===== config.mk =====
export PLATFORM = sky130hd
export DESIGN_NAME = host_dma_ctrl
export DESIGN_NICKNAME = d
export VERILOG_FILES = /design/src/rtl/host_dma_ctrl.sv
export SDC_FILE = /design/constraint.sdc
export NUM_CORES = 1
export LEC_CHECK = 0
export ABC_AREA = 0
export CORE_MARGIN = 2
export CORE_UTILIZATION = 51
export CTS_CLUSTER_SIZE = 28
export DETAILED_ROUTE_END_ITERATION = 6
export PLACE_DENSITY = 0.84
export SYNTH_ARGS = -nofsm -noshare
export SYNTH_HDL_FRONTEND = slang
export SYNTH_SLANG_ARGS = --single-unit

===== constraint.sdc =====
create_clock -name CLK -period 6.28 [get_ports CLK]
set_clock_uncertainty 0.15 [all_clocks]
set_input_delay 1.57 -clock CLK [delete_from_list [all_inputs] [get_ports CLK]]
set_output_delay 1.57 -clock CLK [all_outputs]
set_load 0.1 [all_outputs]

===== src/rtl/host_dma_ctrl.sv =====
// Host DMA controller: streams operand A, B and opcode buffers into processor BRAMs,
// starts the run, then streams the result BRAM back. Optional macro: HOST_DMA_CHECKSUM_EN.
module host_dma_ctrl #(
  parameter int DATA_WIDTH = 32,
  parameter int ADDR_WIDTH = 10,
  parameter int OP_WIDTH   = 3
) (
  input  logic                  CLK,
  input  logic                  RST,
  input  logic [DATA_WIDTH-1:0] s_data_i,
  input  logic                  s_valid_i,
  output logic                  s_ready_o,
  output logic [DATA_WIDTH-1:0] m_data_o,
  output logic                  m_valid_o,
  input  logic                  m_ready_i,
  output logic [DATA_WIDTH-1:0] data_o,
  output logic [ADDR_WIDTH-1:0] addr_data_o,
  output logic                  ena_data_a_o,
  output logic                  wea_data_a_o,
  output logic                  ena_data_b_o,
  output logic                  wea_data_b_o,
  output logic                  ena_data_result_o,
  output logic                  wea_data_result_o,
  output logic [OP_WIDTH-1:0]   op_o,
  output logic [ADDR_WIDTH-1:0] addr_op_o,
  output logic                  ena_op_o,
  output logic                  wea_op_o,
  output logic                  start_o,
  input  logic                  done_i,
  input  logic [DATA_WIDTH-1:0] result_i,
  output logic                  busy_o
);

  localparam logic [2:0] IDLE    = 3'd0;
  localparam logic [2:0] LOAD_A  = 3'd1;
  localparam logic [2:0] LOAD_B  = 3'd2;
  localparam logic [2:0] LOAD_OP = 3'd3;
  localparam logic [2:0] RUN     = 3'd4;
  localparam logic [2:0] RELEASE = 3'd5;
  localparam logic [2:0] READ    = 3'd6;

  localparam logic [ADDR_WIDTH-1:0] LAST_ADDR = '1;
`ifdef HOST_DMA_CHECKSUM_EN
  // One extra emitted word (the checksum) needs one more bit of emit count.
  localparam int EW = ADDR_WIDTH + 1;
  localparam logic [EW-1:0] LAST_EMIT = {1'b1, {ADDR_WIDTH{1'b0}}};
`else
  localparam int EW = ADDR_WIDTH;
  localparam logic [EW-1:0] LAST_EMIT = '1;
`endif

  logic [2:0]            state_q, state_d;
  logic [ADDR_WIDTH-1:0] wcnt_q, wcnt_d;
  logic [ADDR_WIDTH-1:0] rd_cnt_q, rd_cnt_d;
  logic                  rd_done_q, rd_done_d;
  logic                  inflight_q, inflight_d;
  logic [EW-1:0]         emit_q, emit_d;
  logic [DATA_WIDTH-1:0] mem0_q, mem0_d, mem1_q, mem1_d;
  logic                  wptr_q, wptr_d, rptr_q, rptr_d;
  logic [1:0]            fcnt_q, fcnt_d;
`ifdef HOST_DMA_CHECKSUM_EN
  logic [31:0]           sum_q, sum_d;
  logic                  csum_phase;
`endif

  logic                  fifo_pop;
  logic                  fifo_push;
  logic                  m_pop;
  logic [1:0]            slots;
  logic [DATA_WIDTH-1:0] head;

  assign head      = rptr_q ? mem1_q : mem0_q;
  assign fifo_pop  = (fcnt_q != 2'd0) && m_ready_i;
  assign fifo_push = inflight_q;
  // A pop this cycle frees its slot in time for the issue, giving one word per cycle.
  assign slots     = fcnt_q + {1'b0, inflight_q} - {1'b0, fifo_pop};
  assign busy_o    = (state_q != IDLE);

`ifdef HOST_DMA_CHECKSUM_EN
  assign csum_phase = (state_q == READ) && (emit_q == LAST_EMIT);
  assign m_valid_o  = (fcnt_q != 2'd0) || csum_phase;
  assign m_data_o   = csum_phase ? DATA_WIDTH'(sum_q) :
                      ((fcnt_q != 2'd0) ? head : '0);
`else
  assign m_valid_o  = (fcnt_q != 2'd0);
  assign m_data_o   = m_valid_o ? head : '0;
`endif
  assign m_pop = m_valid_o && m_ready_i;

  always_comb begin
    state_d           = state_q;
    wcnt_d            = wcnt_q;
    rd_cnt_d          = rd_cnt_q;
    rd_done_d         = rd_done_q;
    inflight_d        = 1'b0;
    emit_d            = emit_q;
    mem0_d            = mem0_q;
    mem1_d            = mem1_q;
    wptr_d            = wptr_q;
    rptr_d            = rptr_q;
    fcnt_d            = fcnt_q;
`ifdef HOST_DMA_CHECKSUM_EN
    sum_d             = sum_q;
`endif
    s_ready_o         = 1'b0;
    data_o            = '0;
    addr_data_o       = '0;
    op_o              = '0;
    addr_op_o         = '0;
    ena_data_a_o      = 1'b0;
    wea_data_a_o      = 1'b0;
    ena_data_b_o      = 1'b0;
    wea_data_b_o      = 1'b0;
    ena_data_result_o = 1'b0;
    wea_data_result_o = 1'b0;
    ena_op_o          = 1'b0;
    wea_op_o          = 1'b0;
    start_o           = 1'b0;

    case (state_q)
      IDLE: begin
        if (s_valid_i) state_d = LOAD_A;
      end
      LOAD_A, LOAD_B, LOAD_OP: begin
        s_ready_o = 1'b1;
        if (s_valid_i) begin
          wcnt_d = wcnt_q + ADDR_WIDTH'(1);
          case (state_q)
            LOAD_A: begin
              ena_data_a_o = 1'b1;
              wea_data_a_o = 1'b1;
              data_o       = s_data_i;
              addr_data_o  = wcnt_q;
              if (wcnt_q == LAST_ADDR) state_d = LOAD_B;
            end
            LOAD_B: begin
              ena_data_b_o = 1'b1;
              wea_data_b_o = 1'b1;
              data_o       = s_data_i;
              addr_data_o  = wcnt_q;
              if (wcnt_q == LAST_ADDR) state_d = LOAD_OP;
            end
            default: begin
              ena_op_o  = 1'b1;
              wea_op_o  = 1'b1;
              op_o      = s_data_i[OP_WIDTH-1:0];
              addr_op_o = wcnt_q;
              if (wcnt_q == LAST_ADDR) state_d = RUN;
            end
          endcase
        end
      end
      RUN: begin
        start_o = 1'b1;
        if (done_i) state_d = RELEASE;
      end
      RELEASE: begin
        if (!done_i) begin
          state_d   = READ;
          rd_cnt_d  = '0;
          rd_done_d = 1'b0;
          emit_d    = '0;
`ifdef HOST_DMA_CHECKSUM_EN
          sum_d     = '0;
`endif
        end
      end
      READ: begin
        if (!rd_done_q && (slots < 2'd2)) begin
          ena_data_result_o = 1'b1;
          addr_data_o       = rd_cnt_q;
          inflight_d        = 1'b1;
          rd_cnt_d          = rd_cnt_q + ADDR_WIDTH'(1);
          if (rd_cnt_q == LAST_ADDR) rd_done_d = 1'b1;
        end
        if (m_pop) begin
          emit_d = emit_q + EW'(1);
          if (emit_q == LAST_EMIT) state_d = IDLE;
        end
      end
      default: state_d = IDLE;
    endcase

    // Result BRAM data arrives one cycle after the read strobe.
    if (fifo_push) begin
      if (wptr_q) mem1_d = result_i;
      else        mem0_d = result_i;
      wptr_d = ~wptr_q;
    end
    if (fifo_pop) begin
      rptr_d = ~rptr_q;
`ifdef HOST_DMA_CHECKSUM_EN
      sum_d  = sum_q + 32'(head);
`endif
    end
    fcnt_d = fcnt_q + {1'b0, fifo_push} - {1'b0, fifo_pop};
  end

  always_ff @(posedge CLK or negedge RST) begin
    if (!RST) begin
      state_q    <= IDLE;
      wcnt_q     <= '0;
      rd_cnt_q   <= '0;
      rd_done_q  <= 1'b0;
      inflight_q <= 1'b0;
      emit_q     <= '0;
      mem0_q     <= '0;
      mem1_q     <= '0;
      wptr_q     <= 1'b0;
      rptr_q     <= 1'b0;
      fcnt_q     <= '0;
`ifdef HOST_DMA_CHECKSUM_EN
      sum_q      <= '0;
`endif
    end else begin
      state_q    <= state_d;
      wcnt_q     <= wcnt_d;
      rd_cnt_q   <= rd_cnt_d;
      rd_done_q  <= rd_done_d;
      inflight_q <= inflight_d;
      emit_q     <= emit_d;
      mem0_q     <= mem0_d;
      mem1_q     <= mem1_d;
      wptr_q     <= wptr_d;
      rptr_q     <= rptr_d;
      fcnt_q     <= fcnt_d;
`ifdef HOST_DMA_CHECKSUM_EN
      sum_q      <= sum_d;
`endif
    end
  end

endmodule


==> metrics <==
status completed; slowest cell delay on critical path 570 ps; Clk Latency, worst-skew pair 370 ps; Post-Synth XOR/XNOR Area 0.03301; maxcap violations 0; worst r2r src fcnt_q[1]$_DFF_PN0_; post-placement cell count 760; antenna violations before repair 0; number of synthesized flops with an enable pin 0; Setup crit end kind output pin; most frequent cells in the layout clkdlybuf4s50_1, dfrtp_1, mux2_2; Hold Startpoint mem0_q[21]$_DFFE_PN0P_; synthesized area 5306 um2; Slew Limit Fails 0; Most used DFF post-synth dfrtp_1; CTS sink cnt 103; post-CTS setup buffers 0; share of layout cells above drive strength 1 0.2488; DRC violations left 0; setup TNS 0 ps; Simple-Gate Fraction of Synth Area 0.1698; die area 11240 um2; r2r setup slk 3630 ps; mux share of post-synthesis cell area 0.2002; Ys Warns 0; final cell count without fillers 775; syn avg cell area 10.90 um2; Synth Area in Adders 0.009432; Yosys cell types 48; root buffer cell clkbuf_8; antenna fix cells 0; cts bufs inserted 9; hold-fix buffers at CTS 0; WL/cell 17.10 um; Final Hold Fails 0; WP data required 4560 ps; RSZ-0062 raised after global routing false; critical path class in -> out; # port buffers 166; Rel. slew slack 0.3160; Worst-path clk slew 80 ps; Yosys reg bits 103; final global-route overflow total 0; Post-DP HPWL 9.557 mm; Clock Path Buffers 2; main combinational cell family by area after synthesis multiplexers; worst path bufs/invs 3; min Tclk post-route 5656 ps; GRT Total Usage 0.2409; post-synthesis sequential area ratio 0.4857; most common cell after layout, fill and taps aside clkdlybuf4s50_1; DRT Wirelength 13.25 mm; final net count 708; Cell Rows 37; First-pass DRT Iterations 5; CP startpoint m_ready_i; # IOs 168; initial drt markers 162; post-synthesis compound-gate area fraction 0.06531; CTS H-tree lvls 3; core area 10230 um2; first-pass GRT wire length 21.49 mm; Mapped Cells 487; Worst Path Arrival 3940 ps; Worst setup SP type input pin; crit path max-delay cell type clkdlybuf4s50_1; Peak Freq 176.8 MHz; die height 106 um; Via density 5.369; area grow syn2layout 36.78%; DRT antenna net count 0; number of global-route vias before repair 4270; largest net degree at the start of global routing 54; asr flop ratio synth 1.000; Initial Utilization 0.5186; CTS resizes 0; Slew @ Worst Pin 1026 ps; Die X 106 um; CP Max Fanout 13; crit path cell chain clkdlybuf4s50_1 > o21ai_1 > xnor2_1 > ha_1 > and3_1 > mux2i_1 > inv_1 > a22o_1 > buf_12; syn_nets 560; CTS tree yes; RD Place Congestion 0.8283; worst hold path class reg -> reg; Final setup violation count 0; period utilization 0.9007; vias 4161; family with the most delay on the worst path buffers and inverters
## Yosys cell counts, types with 2 or more instances
library cell	count	share of area
or3_1	6	0.0071
xnor2_1	7	0.012
mux2i_1	33	0.062
a22o_1	9	0.015
mux2_2	65	0.14
clkbuf_1	19	0.013
and3_1	5	0.0059
buf_4	4	0.0057
buf_2	5	0.0047
nor2b_1	2	0.0024
o211ai_1	3	0.0042
nor3_1	2	0.0019
inv_1	7	0.0050
xor2_1	13	0.021
dfrtp_1	103	0.49
or4_1	4	0.0057
nand4_1	10	0.012
ha_1	4	0.0094
or2_2	2	0.0024
o21ai_0	13	0.012
nand2_1	16	0.011
and2_1	49	0.058
nor2_1	52	0.037
o31ai_1	4	0.0057
buf_1	4	0.0028
nand2b_1	2	0.0024
buf_6	2	0.0042
a21o_1	2	0.0028
nand3_1	11	0.010
a21oi_1	11	0.010
## kinds of logic after synthesis
| family | after synthesis |
|---|---|
| other | 1 |
| AOI/OAI and AO/OA | 51 |
| xor gates and xnor gates | 20 |
| adders and majority gates | 4 |
| DFF | 103 |
| buffers and inverters | 41 |
| and+or+nand+nor | 169 |
| muxes | 98 |
## final timing paths
check                                           to  cells past startpoint
max                                 addr_data_o[0]                      9
max in group asynchronous       rptr_q$_DFFE_PN0P_                      2
max reg2reg                rd_cnt_q[9]$_DFFE_PN0P_                      8
min                         mem0_q[21]$_DFFE_PN0P_                      1
min in group asynchronous   mem1_q[17]$_DFFE_PN0P_                      1
min reg2reg                 mem0_q[21]$_DFFE_PN0P_                      1
## cell type report
| class | instances | area, um2 |
|---|---|---|
| clock buffer | 11 | 131.4 |
| clock inverter | 4 | 120.1 |
| fill | 778 | 2973 |
| inverter | 7 | 26.28 |
| multi-input combinational | 343 | 2552 |
| sequential | 103 | 2579 |
| tap | 136 | 170.2 |
| timing repair buffer | 171 | 1679 |
## state kept, by name (all words and copies together) (netlist names)
register   flops
fcnt_q         2
mem1_q        32
state_q        3
mem0_q        32
rd_cnt_q      10
wcnt_q        10
rptr_q         1
emit_q        10
rd_done_q      1
wptr_q         1
fifo_push      1
## metrics by stage
step	setup slack (ps)	hold slack, ps	area, um2	utilization
finish	623.6	359.8	7258	0.7094
CTS	618.4	362.8	7258	0.7094
global route	389.4	375.5	7258	0.7094
floorplan	535.9	311.0	5306	-
global placement	748.9	336.0	7007	0.6848
detailed placement	644.5	343.8	7007	0.6848
## routing by layer
metal  vias up  track usage  part of all wire
met1      2069       0.3020              0.42
met5         -            0                 0
met2        93       0.4309              0.52
met3        20      0.03740             0.036
met4         0      0.07049             0.017
li1       1979            -                 -
Power is not shown: default switching activity piles up to over one toggle a cycle in this logic, so the estimate is an artifact.
